==> src/rtl/fetch_queue_unit.sv <==
// Instruction fetch unit: issues word-aligned fetches and buffers in-order responses for decode.
// Optional FETCH_BYPASS_EN lets a response reach decode in its arrival cycle when the queue is empty.
module fetch_queue_unit #(
    parameter int unsigned     XLEN     = 32,
    parameter int unsigned     DEPTH    = 4,
    parameter logic [XLEN-1:0] RESET_PC = 32'h0000_0000
) (
    input  logic                     clk_i,
    input  logic                     rst_i,
    input  logic                     start_i,
    output logic                     imem_req_o,
    output logic [XLEN-1:0]          imem_addr_o,
    input  logic                     imem_gnt_i,
    input  logic                     imem_rvalid_i,
    input  logic [31:0]              imem_rdata_i,
    output logic                     id_valid_o,
    input  logic                     id_ready_i,
    output logic [31:0]              id_instr_o,
    output logic [XLEN-1:0]          id_pc_o,
    input  logic                     redirect_i,
    input  logic [XLEN-1:0]          redirect_pc_i,
    output logic [$clog2(DEPTH):0]   fq_count_o
);
    // state | meaning
    // IDLE  | fetch disabled, no request on the bus
    // RUN   | issuing requests while credit allows; leaves once start_i drops and nothing is pending
    typedef enum logic {IDLE, RUN} state_t;

    localparam int unsigned AW = $clog2(DEPTH);
    localparam int unsigned CW = AW + 1;
    localparam int unsigned KW = AW + 3;

    state_t          state_q, state_d;
    logic [XLEN-1:0] fetch_pc_q, resp_pc_q;
    logic            req_pend_q;
    logic [CW-1:0]   count_q, outst_q;
    logic [KW-1:0]   kill_q;
    logic [AW-1:0]   wr_ptr_q, rd_ptr_q;
    logic [31:0]     instr_mem [DEPTH];
    logic [XLEN-1:0] pc_mem [DEPTH];

    logic [CW:0]     inflight;
    logic            credit_ok, req, grant;
    logic            resp_kill, resp_take, accept, head_valid, byp_valid;
    logic            valid, pop, byp_take, push;
    logic [XLEN-1:0] redirect_tgt;

    assign redirect_tgt = {redirect_pc_i[XLEN-1:2], 2'b00};
    assign inflight     = {1'b0, count_q} + {1'b0, outst_q};
    assign credit_ok    = inflight < (CW+1)'(DEPTH);
    // Once a request is on the bus it stays there until granted, even if start_i drops.
    assign req          = (state_q == RUN) && !redirect_i && (req_pend_q || (start_i && credit_ok));
    assign grant        = req && imem_gnt_i;

    assign resp_kill  = imem_rvalid_i && (kill_q != '0);
    assign resp_take  = imem_rvalid_i && (kill_q == '0) && (outst_q != '0);
    assign accept     = resp_take && !redirect_i;
    assign head_valid = (count_q != '0);

    always_comb begin
        byp_valid = 1'b0;
`ifdef FETCH_BYPASS_EN
        byp_valid = accept && !head_valid;
`endif
    end

    assign valid    = rst_i && !redirect_i && (head_valid || byp_valid);
    assign pop      = valid && id_ready_i && head_valid;
    assign byp_take = valid && id_ready_i && byp_valid;
    assign push     = accept && !byp_take;

    always_comb begin
        id_instr_o = '0;
        id_pc_o    = '0;
        if (rst_i) begin
            if (head_valid) begin
                id_instr_o = instr_mem[rd_ptr_q];
                id_pc_o    = pc_mem[rd_ptr_q];
            end else if (byp_valid) begin
                id_instr_o = imem_rdata_i;
                id_pc_o    = resp_pc_q;
            end
        end
    end

    assign id_valid_o  = valid;
    assign imem_req_o  = rst_i && req;
    assign imem_addr_o = rst_i ? fetch_pc_q : RESET_PC;
    assign fq_count_o  = count_q;

    always_comb begin
        state_d = state_q;
        case (state_q)
            IDLE:    if (start_i) state_d = RUN;
            RUN:     if (!start_i && !req_pend_q) state_d = IDLE;
            default: state_d = IDLE;
        endcase
    end

    always_ff @(posedge clk_i) begin
        if (!rst_i) begin
            state_q    <= IDLE;
            fetch_pc_q <= RESET_PC;
            resp_pc_q  <= RESET_PC;
            req_pend_q <= 1'b0;
            count_q    <= '0;
            outst_q    <= '0;
            kill_q     <= '0;
            wr_ptr_q   <= '0;
            rd_ptr_q   <= '0;
        end else begin
            state_q <= state_d;
            if (redirect_i) begin
                // Everything still in flight, plus a grant landing now, must be dropped on return.
                fetch_pc_q <= redirect_tgt;
                resp_pc_q  <= redirect_tgt;
                req_pend_q <= 1'b0;
                count_q    <= '0;
                outst_q    <= '0;
                wr_ptr_q   <= '0;
                rd_ptr_q   <= '0;
                kill_q     <= kill_q - KW'(resp_kill) + KW'(outst_q) - KW'(resp_take)
                              + KW'(imem_gnt_i);
            end else begin
                req_pend_q <= req && !imem_gnt_i;
                if (grant) fetch_pc_q <= fetch_pc_q + XLEN'(4);
                if (accept) resp_pc_q <= resp_pc_q + XLEN'(4);
                if (push) wr_ptr_q <= wr_ptr_q + AW'(1);
                if (pop) rd_ptr_q <= rd_ptr_q + AW'(1);
                outst_q <= outst_q + CW'(grant) - CW'(resp_take);
                kill_q  <= kill_q - KW'(resp_kill);
                count_q <= count_q + CW'(push) - CW'(pop);
            end
        end
    end

    always_ff @(posedge clk_i) begin
        if (push) begin
            instr_mem[wr_ptr_q] <= imem_rdata_i;
            pc_mem[wr_ptr_q]    <= resp_pc_q;
        end
    end
endmodule

==> config.mk <==
export PLATFORM = sky130hd
export DESIGN_NAME = fetch_queue_unit
export DESIGN_NICKNAME = d
export VERILOG_FILES = /design/src/rtl/fetch_queue_unit.sv
export SDC_FILE = /design/constraint.sdc
export NUM_CORES = 1
export LEC_CHECK = 0
export ABC_AREA = 1
export CORE_MARGIN = 8
export CORE_UTILIZATION = 45
export CTS_BUF_LIST = sky130_fd_sc_hd__clkbuf_4 sky130_fd_sc_hd__clkbuf_8
export DETAILED_ROUTE_END_ITERATION = 6
export GPL_ROUTABILITY_DRIVEN = 0
export HOLD_SLACK_MARGIN = 0.05
export PLACE_DENSITY_LB_ADDON = 0.05
export RECOVER_POWER = 100
export SYNTH_ARGS = -nofsm -noshare
export SYNTH_HDL_FRONTEND = slang
export SYNTH_SLANG_ARGS = --single-unit
==> constraint.sdc <==
create_clock -name clk_i -period 7.2 [get_ports clk_i]
set_clock_uncertainty 0.15 [all_clocks]
set_input_delay 1.08 -clock clk_i [delete_from_list [all_inputs] [get_ports clk_i]]
set_output_delay 1.08 -clock clk_i [all_outputs]
set_load 0.03 [all_outputs]
# Word-level counts from Yosys, hierarchy flattened
# Memories as Yosys holds them, arrays and structs flattened. A register that Yosys moved wholly into a read port is not among the register bits.
# Cells that the tools add are included.
op_classes:
  addsub: 13
  multipliers: 0
  div: 0
  n_lt_le_gt_ge: 1
  eq_ne: 0
  shifts: 0
  mux: 19
  bitwise: 2
  n_reduce_logical: 27
ops:
  columns: ["op", "count"]
  rows:
  - ["2-to-1 mux 32 bit", 9]
  - ["adder 32 x 3 -> 32 bit, second input constant", 2]
  - ["logical AND 1 bit", 15]
  - ["subtractor 5 x 1 -> 5 bit", 2]
  - ["2-to-1 mux 2 bit", 4]
  - ["adder 3 x 1 -> 3 bit", 2]
  - ["nonzero test 3 bit", 2]
  - ["subtractor 3 x 1 -> 3 bit", 2]
  - ["adder 5 x 1 -> 5 bit", 1]
  - ["adder 5 x 3 -> 5 bit", 1]
  - ["logical NOT 5 bit", 1]
  - ["2-to-1 mux 5 bit", 1]
  - ["nonzero test 5 bit", 1]
  - ["adder 2 x 1 -> 2 bit, second input constant", 2]
  - ["adder 3 x 3 -> 4 bit", 1]
  - ["logical NOT 1 bit", 4]
  - ["less-than comparator 4 x 3 -> 1 bit, second input constant", 1]
  - ["2-to-1 mux 1 bit", 4]
  - ["nonzero test 2 bit", 2]
  - ["inverter 1 bit", 2]
  - ["one-hot mux 1 bit (2 select lines)", 1]
  - ["OR reduction 2 bit", 1]
  - ["logical OR 1 bit", 1]
totals:
  reg_bits: 81
  latch_bits: 0
  ramBits: 256
  rom_bits: 0
  out_inout_bits: 101
  n_memories: 2
mem_list:
  columns: ["name", "depth", "width", "read_ports", "rd_ports_with_merged_regs", "write_ports", "line", "source"]
  rows:
  - ["instr_mem", 4, 32, 1, 1, 1, "39", "logic [31:0] instr_mem [DEPTH];"]
  - ["pc_mem", 4, 32, 1, 1, 1, "40", "logic [XLEN-1:0] pc_mem [DEPTH];"]

# Depth between registers and ports, before layout
depth:
  word_depth: 8
  depth_mapped: 19
  mapped_depth_nobuf: 19

# Worst setup path after synthesis
# OpenSTA, ideal clock, no wires.
synth_path:
  kind: "input to register"
  from: "input imem_rvalid_i"
  to: "memory instr_mem[0][0] (enable)"
  setup_ns: 0.483
  arrival_time_ns: 4.341
  t_required_ns: 6.567
  slack_ns: 2.226
  path_stages: 5
  path_buffers: 1
  path_cell_list: "inv_1 -> nor3_4 -> nand2_4 -> buf_6 -> nor2_1"
synth_between:
  elab_chain_len: 5
synth_lines:
  columns: ["item", "line", "source"]
  rows:
  - ["start, declared", "14", "input logic imem_rvalid_i,"]
  - ["logical AND 1 bit (2 in series)", "56", "assign resp_take = imem_rvalid_i && (kill_q == '0) && (outst_q != '0);"]
  - ["logical AND 1 bit", "57", "assign accept = resp_take && !redirect_i;"]
  - ["2-to-1 mux 1 bit", "138", "if (push) begin"]
  - ["2-to-1 mux 1 bit (implied by the code)", "139", "instr_mem[wr_ptr_q] <= imem_rdata_i;"]
  - ["end, declared", "39", null]
# No other way between the ends.

# Final worst setup path
layout_path:
  from: "input rst_i"
  to: "output imem_req_o"
layout_between:
  elab_chain_len: 1
layout_lines:
  columns: ["item", "line", "source"]
  rows:
  - ["start, declared", "9", "input logic rst_i,"]
  - ["logical AND 1 bit", "87", "assign imem_req_o = rst_i && req;"]
  - ["end, declared", "11", "output logic imem_req_o,"]
# No other way between the ends.

==> reports/summary.txt <==
===============================================================================================
Result of the run ................................................................ finished, violations left
Failing checks ................................................................... max-capacitance violations, max-slew violations
Actual slew at the worst max-slew pin ............................................      2.57 ns
Crit share post-route ............................................................        79.0%
Maximum fanout along the worst path ..............................................           60
Boundary pin count ...............................................................          172
Number of enable flip-flop cells after synthesis .................................          248
Number of clock sinks ............................................................          327
Highest cell delay on the worst timing path ......................................      1.73 ns
Number of setup violations in the final report ...................................            0
Arrival time at the worst endpoint ...............................................      4.46 ns
Initial standard-cell utilization of the core ....................................        45.7%
Post-detailed-route wirelength per cell ..........................................      17.1 um
Final worst slack ................................................................      1.51 ns
Per-instance average area after synthesis ........................................    8.98 um^2
Gr ovfl total ....................................................................            0
Switch Pwr .......................................................................      1030 uW
Synth Register Bits ..............................................................          327
Post-synthesis async set-or-reset flop share .....................................           0%
Antenna violations before repair .................................................            0
Clock tree from TritonCTS ........................................................         done
Final-layout fill cell count .....................................................         3072
Leakage power ....................................................................   0.00724 uW
Main synth FF type ...............................................................     edfxtp_1
Clock tree root buffer cell ......................................................     clkbuf_8
Post-CTS Setup Repair Bufs .......................................................            0
Overall fraction of global-route tracks in use ...................................        19.6%
Final-layout worst hold slack ....................................................     0.308 ns
Synthesis-to-layout area growth ..................................................        19.8%
Number of buffers inserted by port buffering .....................................          165
Category of the critical setup timing path ....................................... primary input to output pin
Hold buffer count at CTS .........................................................            0
Total die area ...................................................................   40300 um^2
Slowest library cell on the worst path ...........................................     clkbuf_1
Relative slew slack ..............................................................       -72.2%
Die boundary width ...............................................................       201 um
P_int ............................................................................      3110 uW
Fraction of final layout cells sized beyond drive strength 1 .....................        7.35%
Number of max-cap violations .....................................................            7
Critical path endpoint category ..................................................   output pin
Time the final worst path needs with I/O delays and setup ........................      5.69 ns
Most common cell after layout, fill and taps aside ...............................       nor2_1
First-pass iteration count of the detailed router ................................            5
Final nets .......................................................................         1968
Sequential Power Share ...........................................................        51.1%
Die Y-Extent .....................................................................       201 um
Core area ........................................................................   33600 um^2
Fraction of the yosys area taken by sequential cells .............................        58.8%
Post-synthesis instance total ....................................................         1711
Startpoint type of the worst setup path .......................................... primary input
Synth warnings ...................................................................            0
Skew-Pair Late Insertion Delay ...................................................      0.59 ns
Vias after detailed routing ......................................................        11900
Worst voltage drop across the vdd grid ...........................................   0.000133 V
Mapped Area ......................................................................   15400 um^2
Class of the tightest hold or removal check ...................................... register to register
Drt drc ..........................................................................            0
Wire length of the first global-routing pass .....................................     64000 um
Switching Share ..................................................................        24.9%
Clock group share of total power .................................................        38.8%
Summed negative setup slack over all endpoints ...................................         0 ns
Power per cell area ..............................................................  225 nW/um^2
Post-route antenna net violation count ...........................................            0
Count of cell types in the netlist ...............................................           39
Combinational fraction of design power ...........................................        10.1%
Routed wire length ...............................................................     40500 um
Vias in the first global route ...................................................        11700
Peak clock frequency supported by timing .........................................      176 MHz
Required time reported for the critical path endpoint ............................      5.97 ns
Final Hold Viols .................................................................            0
Initial DRC count ................................................................          723
CTS max path bufs ................................................................            3
Number of buffers inserted during clock tree synthesis ...........................           55
RSZ-0062 raised after global routing .............................................           no
Detail-routed via count per cell .................................................         5.04
Setup slack at placement .........................................................      2.65 ns
Count of final max-slew check failures ...........................................          360
Pin count of the biggest net entering global routing .............................          105
Ordered cell list for the critical path .......................................... clkbuf_1 -> clkbuf_1 -> inv_1 -> nor2_1 -> inv_1 -> nor2_1 -> dlygate4sd3_1
Number of rows created at floorplan ..............................................           67
Clock input transition at the sequential cells of the worst setup and hold paths .      0.06 ns
Highest-count cells in the layout ignoring fill and taps ......................... 397 x nor2_1, 313 x nand2_1, 248 x edfxtp_1
HPWL Detailed ....................................................................     25800 um
Quantity of gates resized following cts ..........................................            0
H-tree Lvls ......................................................................            2
===============================================================================================
==> worst paths after layout <==
kind / start / endpoint / slack, ns / depth (start not counted)
max: rst_i / imem_req_o / 1.51 / 7
min: rd_ptr_q[1] / register / 0.31 / 2
max reg2reg: outst_q[1] / pc_mem[0][13] / 2.13 / 5
min reg2reg: rd_ptr_q[1] / register / 0.31 / 2
==> stage by stage <==
stage / area, um^2 / power [uW] / util, % / cells
final: 18400 / 4140 / 54.7 / 2368
after global routing: 18400 / 4330 / 54.7 / 2366
after floorplan: 15400 / 2440 / - / 1714
after global placement: 17400 / 2570 / 51.7 / 2264
after CTS: 18500 / 4200 / 54.9 / 2366
after detailed placement: 17400 / 2580 / 51.7 / 2264
==> worst max-delay path, delay by kind of cell <==
| family | cells | cell delay (ns) |
|---|---|---|
| and+or+nand+nor | 2 | 0.36 |
| buffers and inverters | 5 | 3.01 |
==> synth_stat cells, types with 5 or more instances <==
cell type  count  area [um^2]
a21oi_1      109          546
a21oi_2        9         78.8
buf_1          5         18.8
buf_2         18         90.1
clkbuf_1      48          180
dfxtp_1       79         1580
edfxtp_1     248         7450
ha_1          20          250
inv_1        129          484
inv_2          6         22.5
nand2_1      314         1180
nand2_2        5         31.3
nand3_1       60          300
nand3_2        5         50.1
nand3b_1      17          128
nand4_1        6         37.5
nor2_1       399         1500
o21ai_0      173          866
o21bai_1       5         37.5
xnor2_1        7         61.3
xor2_1        13          114
==> power groups by stage <==
| stage | sequential [uW] | combinational, uW | clock [uW] |
|---|---|---|---|
| after global placement | 2150 | 416 | 0 |
| after detailed placement | 2150 | 421 | 0 |
| after global routing | 2120 | 471 | 1730 |
| after CTS | 2120 | 427 | 1650 |
| after floorplan | 2130 | 302 | 0 |
| final | 2120 | 416 | 1610 |
==> cells by family (layout without fill, tap and decap cells) <==
kind of cell / after synthesis / count (layout) / synth area share [%]
buffers and inverters: 215 / 419 / 5.77
adder cells (fa/ha/maj): 24 / 24 / 2.15
other: 1 / 6 / 0.0244
flip-flops: 327 / 327 / 58.8
XOR/XNOR: 20 / 20 / 1.14
AO/OA/AOI/OAI: 303 / 303 / 10.2
AND/OR/NAND/NOR: 821 / 821 / 21.9
==> metal layers <==
| layer | routed length (um) | GRT usage, % |
|---|---|---|
| met2 | 19300 | 32.8 |
| met5 | 0 | 0 |
| met4 | 987 | 6.25 |
| met3 | 2130 | 3.49 |
| met1 | 18000 | 25.4 |
==> flip-flops by register name (all words and copies together) (netlist names), 2 cells and up, named ones only <==
name,count
fetch_pc_q,30
fq_count_o,3
instr_mem,128
kill_q,5
outst_q,3
pc_mem,120
rd_ptr_q,2
resp_pc_q,30
wr_ptr_q,2
==> final cells by class <==
cell class | instances | area, um^2 | area share, %
clock buffer | 78 | 930 | 5.05
sequential | 327 | 9030 | 49.1
antenna | 2 | 5.00 | 0.0272
multi-input combinational | 1172 | 5470 | 29.7
tap | 448 | 561 | 3.05
inverter | 136 | 515 | 2.80
timing repair buffer | 181 | 1740 | 9.43
clock inverter | 24 | 159 | 0.863
No activity file was read; power rests on OpenSTA's default activity.
==> patch 1: new RTL, config.mk and constraints unchanged <==
`DEPTH`: 4 -> 8.
--- a/src/rtl/fetch_queue_unit.sv
+++ b/src/rtl/fetch_queue_unit.sv
@@ -4,3 +4,3 @@
     parameter int unsigned     XLEN     = 32,
-    parameter int unsigned     DEPTH    = 4,
+    parameter int unsigned     DEPTH    = 8,
     parameter logic [XLEN-1:0] RESET_PC = 32'h0000_0000
Ports: changed (resized fq_count_o); port bits go from 172 to 173. The function was not compared with the original's and may differ.
==> patch 1 against the original RTL <==
Highest routed layer unchanged. Sequential cell count up 254. Critical path depth unchanged. Final area up 60%. Routed wire length up 63%. Largest cell class unchanged. Global-route usage up 0.79 points. Critical endpoint is now id_pc_o[16]. Setup slack worse by 330 ps. The run still ends with max-capacitance violations, max-slew violations left. Power up 70%. Synthesized area up 66%.
==> patch 1: results (changes against the original RTL) <==
run_status: "complete, but fails checks"
violated_checks: "max-capacitance violations, max-slew violations"
reg.largest.list: "instr_mem (256), pc_mem (240)"
p_leak_nw: 10.86  # +50%
htreeDepth: 3  # +1
worst_setup_path_endpoint: "id_pc_o[16]"
timing.reg2reg.setup_slack_ps: 1610  # -520 ps
worst-slew-pin-transition_ps: 2408  # -164.8 ps
cp-start-kind: "input pin"
synthAdderAreaFrac_pct: 1.594  # -0.56 points
grt.total_usage_pct: 20.34  # +0.79 points
timing.critical_path.slowest_stage_cell: "sky130_fd_sc_hd__nor2_1"
num-fill-cells: 5107  # +66%
avgViaCountPerCell: 5.272  # +4.6%
detail_route.wirelength_mm: 66.01  # +63%
final_layout_size_suffix_gt1_share_pct: 7.467  # +0.12 points
ys_seq_area_share_pct: 65.26  # +6.5 points
post_layout_nets: 2710  # +38%
slew_viol_final: 316  # -12%
start_point_of_the_worst_hold_path: "rd_ptr_q[2]"
worst_skew_pair.late_latency_ps: 660  # +70 ps
count_of_buffers_from_port_buffering: 166  # +0.61%
power.ir.vdd_worst_mv: 0.1964  # +47%
rr_worst_depth: 11  # +6
initialDrtViolationCount: 1232  # +70%
clk_root_buffer_cell: "sky130_fd_sc_hd__clkbuf_8"
synth-xor-area-share_pct: 0.7232  # -0.42 points
yosys-top-cells-count: "sky130_fd_sc_hd__nor2_1 (649), sky130_fd_sc_hd__edfxtp_1 (496), sky130_fd_sc_hd__nand2_1 (343)"
max_cap_viol_count: 10  # +3
r2r-end: "pc_mem[6][14]"
dpl_hpwl_mm: 38.18  # +48%
grt_pass1_vias: 17980  # +54%
antenna_found_initial: 2  # +2
worstHoldPathCells: 1  # -1
critical_path_s_largest_stage_delay_ps: 1380  # -350 ps
holdWs_ps: 293.8  # -14.58 ps
r2r_start: "outst_q[2]"
synth_cell_type_count: 43  # +10%
synthesized_area_fraction_occupied_by_ao_oa_aoi_and_oai_cells_pct: 10.58  # +0.34 points
synth-edff-count: 496  # +100%
cp.arrival_ps: 4790  # +330 ps
global_route_wire_length_before_repair_mm: 102.3  # +60%
cts_made_buffers: 99  # +80%
## patch 1: cell types whose count changed after synthesis, moves of 16 or more
cell	unedited run	this run
sky130_fd_sc_hd__o32ai_1	0	124
sky130_fd_sc_hd__nor2_1	399	649
sky130_fd_sc_hd__edfxtp_1	248	496
sky130_fd_sc_hd__clkbuf_1	48	69
sky130_fd_sc_hd__a21oi_1	109	59
sky130_fd_sc_hd__nand2_1	314	343
sky130_fd_sc_hd__o21ai_1	0	46
sky130_fd_sc_hd__buf_4	4	20
## patch 1: routing by layer
| metal | share of wire, % | track usage [%] |
|---|---|---|
| met2 | 49 | 34.64 |
| met1 | 44 | 26.42 |
| met3 | 4.8 | 3.303 |
| met5 | 0 | 0 |
| met4 | 2.3 | 6.668 |
## patch 1: power by group
group | leakage [nW] | switching (mW) | internal [mW]
clock network | 1.01 | 1.28 | 1.54
registers | 5.20 | 0.0653 | 3.69
logic | 4.64 | 0.279 | 0.185
## patch 1: layout make-up
class,instances,area (sq um),area share (%)
inverter,149,565.5,1.916
sequential,581,16600,56.25
multi-input combinational,1582,7621,25.82
clock buffer,144,1725,5.845
clock inverter,40,181.4,0.6146
tap,756,945.9,3.204
antenna,2,5.005,0.01695
timing repair buffer,196,1869,6.333
## patch 1: cell families (layout without fill, tap and decap cells)
| logic type | after synthesis | after routing |
|---|---|---|
| and+or+nand+nor | 1092 | 1092 |
| DFF | 581 | 581 |
| AOI/OAI and AO/OA | 435 | 435 |
| buffers and inverters | 280 | 529 |
| adders and majority gates | 30 | 30 |
| xor gates and xnor gates | 21 | 21 |
| other | 1 | 6 |
## patch 1: metrics by stage
stage	setup slack, ps	instance area (sq um)	instances
floorplan	555.4	25440	2443
global placement	2372	27710	3264
detailed placement	2353	27710	3264
CTS	2058	29610	3448
global route	972.7	29520	3450
finish	1183	29520	3450
==> patch 2: new RTL, same settings <==
Made on the original files. Reset style: asynchronous (`rst_i`), changed in one clocked block.
--- a/src/rtl/fetch_queue_unit.sv
+++ b/src/rtl/fetch_queue_unit.sv
@@ -99,3 +99,3 @@
 
-    always_ff @(posedge clk_i) begin
+    always_ff @(posedge clk_i or negedge rst_i) begin
         if (!rst_i) begin
Check against the original RTL: differs if rst_i is asserted again (counterexample within 4 cycles, from zero or initial values and one cycle with rst_i low); with rst_i held inactive, the same outputs for 4 cycles.
==> patch 2 against the original RTL <==
The flow still finishes with violations (max-capacitance violations, max-slew violations). Non-clock buffer count up 2. Routed wire length down 2.8%. Synthesized area up 0.15%. Final area about the same. Cell count down 4.6%. Setup slack worse by 190 ps. Power up 3.6%. Sequential cell count down 2. Critical path type is now input pin to register. Critical endpoint is now pc_mem[2][5].
==> patch 2: results (changes against the original RTL) <==
violated_checks: "max-capacitance violations, max-slew violations"
worst-slew-pin-transition_ps: 2452  # -121.1 ps
num_antenna_cells: 0  # -2
initialDrtViolationCount: 534  # -26%
start_point_of_the_worst_hold_path: "req_pend_q"
synthAdderAreaFrac_pct: 2.147  # -0.0033 points
grt.total_usage_pct: 19.20  # -0.35 points
placed_inst_area_sq_mm: 0.01742  # +0.32%
slew_viol_final: 183  # -49%
post_synth_main_area_contributors: "sky130_fd_sc_hd__edfxtp_1 (48%), sky130_fd_sc_hd__dfrtp_1 (13%), sky130_fd_sc_hd__nor2_1 (8.2%)"
r2r_start: "kill_q[2]"
pin_count_of_the_biggest_net_entering_global_routing: 80  # -24%
final_layout_size_suffix_gt1_share_pct: 8.780  # +1.4 points
mux_cell_area_share_after_synthesis_pct: 0.06506  # +0.065 points
max_cap_viol_count: 5  # -2
grt_pass1_vias: 11420  # -2.1%
rr_worst_depth: 7  # +2
cp.arrival_ps: 5890  # +1430 ps
post_layout_nets: 1867  # -5.1%
timing.reg2reg.setup_slack_ps: 3530  # +1400 ps
p_leak_nw: 7.471  # +3.2%
run_status: "complete, but fails checks"
cts_made_buffers: 54  # -1.8%
power.ir.vdd_worst_mv: 0.1555  # +17%
global_route_wire_length_before_repair_mm: 62.85  # -1.9%
synth_cell_type_count: 38  # -2.6%
largest_fanout_of_any_net_on_the_critical_path: 52  # -13%
dpl_hpwl_mm: 24.61  # -4.6%
async_flop_share_pct: 23.69  # +24 points
preCtsSetupSlack_ps: 2550  # -100.9 ps
met1_layer_wirelength_in_the_final_routing_mm: 17.87  # -0.96%
placed_cells_incl_taps: 2164  # -4.4%
## patch 2: power by group
group / switching, mW / internal, mW
Combinational: 0.316 / 0.206
Clock: 0.717 / 0.863
Sequential: 0.0963 / 2.09
## patch 2: worst max path at each step
stage,start,end,slack (ps),depth (start not counted)
after detailed placement,rd_ptr_q[0],id_pc_o[17],2550,5
after floorplan,redirect_i,instr_mem[0][0],2300,5
after global placement,rd_ptr_q[0],id_pc_o[17],2570,5
final,redirect_i,pc_mem[2][5],1320,8
after CTS,rd_ptr_q[0],id_pc_o[17],1920,5
after global routing,redirect_i,fetch_pc_q[25],900,8
## patch 2: cell families (layout without fill, tap and decap cells)
family          count (synthesis)  count (layout)
other cells                     1               4
simple gates                  765             765
flops                         325             325
buf+inv                       205             409
xor+xnor                       31              31
fa+ha+maj                      24              24
compound gates                252             252
mux                             1               1
## patch 2: cell type report
cell class | count | area [sq um]
Tap cell | 448 | 560.5
Clock buffer | 77 | 928.4
Timing Repair Buffer | 183 | 1752
Sequential cell | 325 | 9379
Multi-Input combinational cell | 1077 | 5189
Fill cell | 3041 | 15200
Clock inverter | 18 | 120.1
Inverter | 131 | 491.7
## patch 2: per-layer routing
layer | up-vias | global-route usage (%)
met5 | - | 0
met4 | 0 | 5.440
met3 | 57 | 3.502
met2 | 259 | 31.88
met1 | 5368 | 25.47
li1 | 5650 | -
## patch 2: through the flow
step	power, mW	util [%]
3_5_place_dp	2.760	51.82
5_1_grt	4.503	54.80
4_1_cts	4.348	54.94
3_3_place_gp	2.748	51.82
6_report	4.291	54.80
2_1_floorplan	2.567	-
## patch 2: critical path, cell delays in order
cell and delay, ps:
sky130_fd_sc_hd__buf_2 90, sky130_fd_sc_hd__clkbuf_1 900, sky130_fd_sc_hd__inv_1 220, sky130_fd_sc_hd__clkbuf_1 1290
sky130_fd_sc_hd__nand2_1 110, sky130_fd_sc_hd__clkbuf_1 520, sky130_fd_sc_hd__nor2_4 220, sky130_fd_sc_hd__clkbuf_1 1400
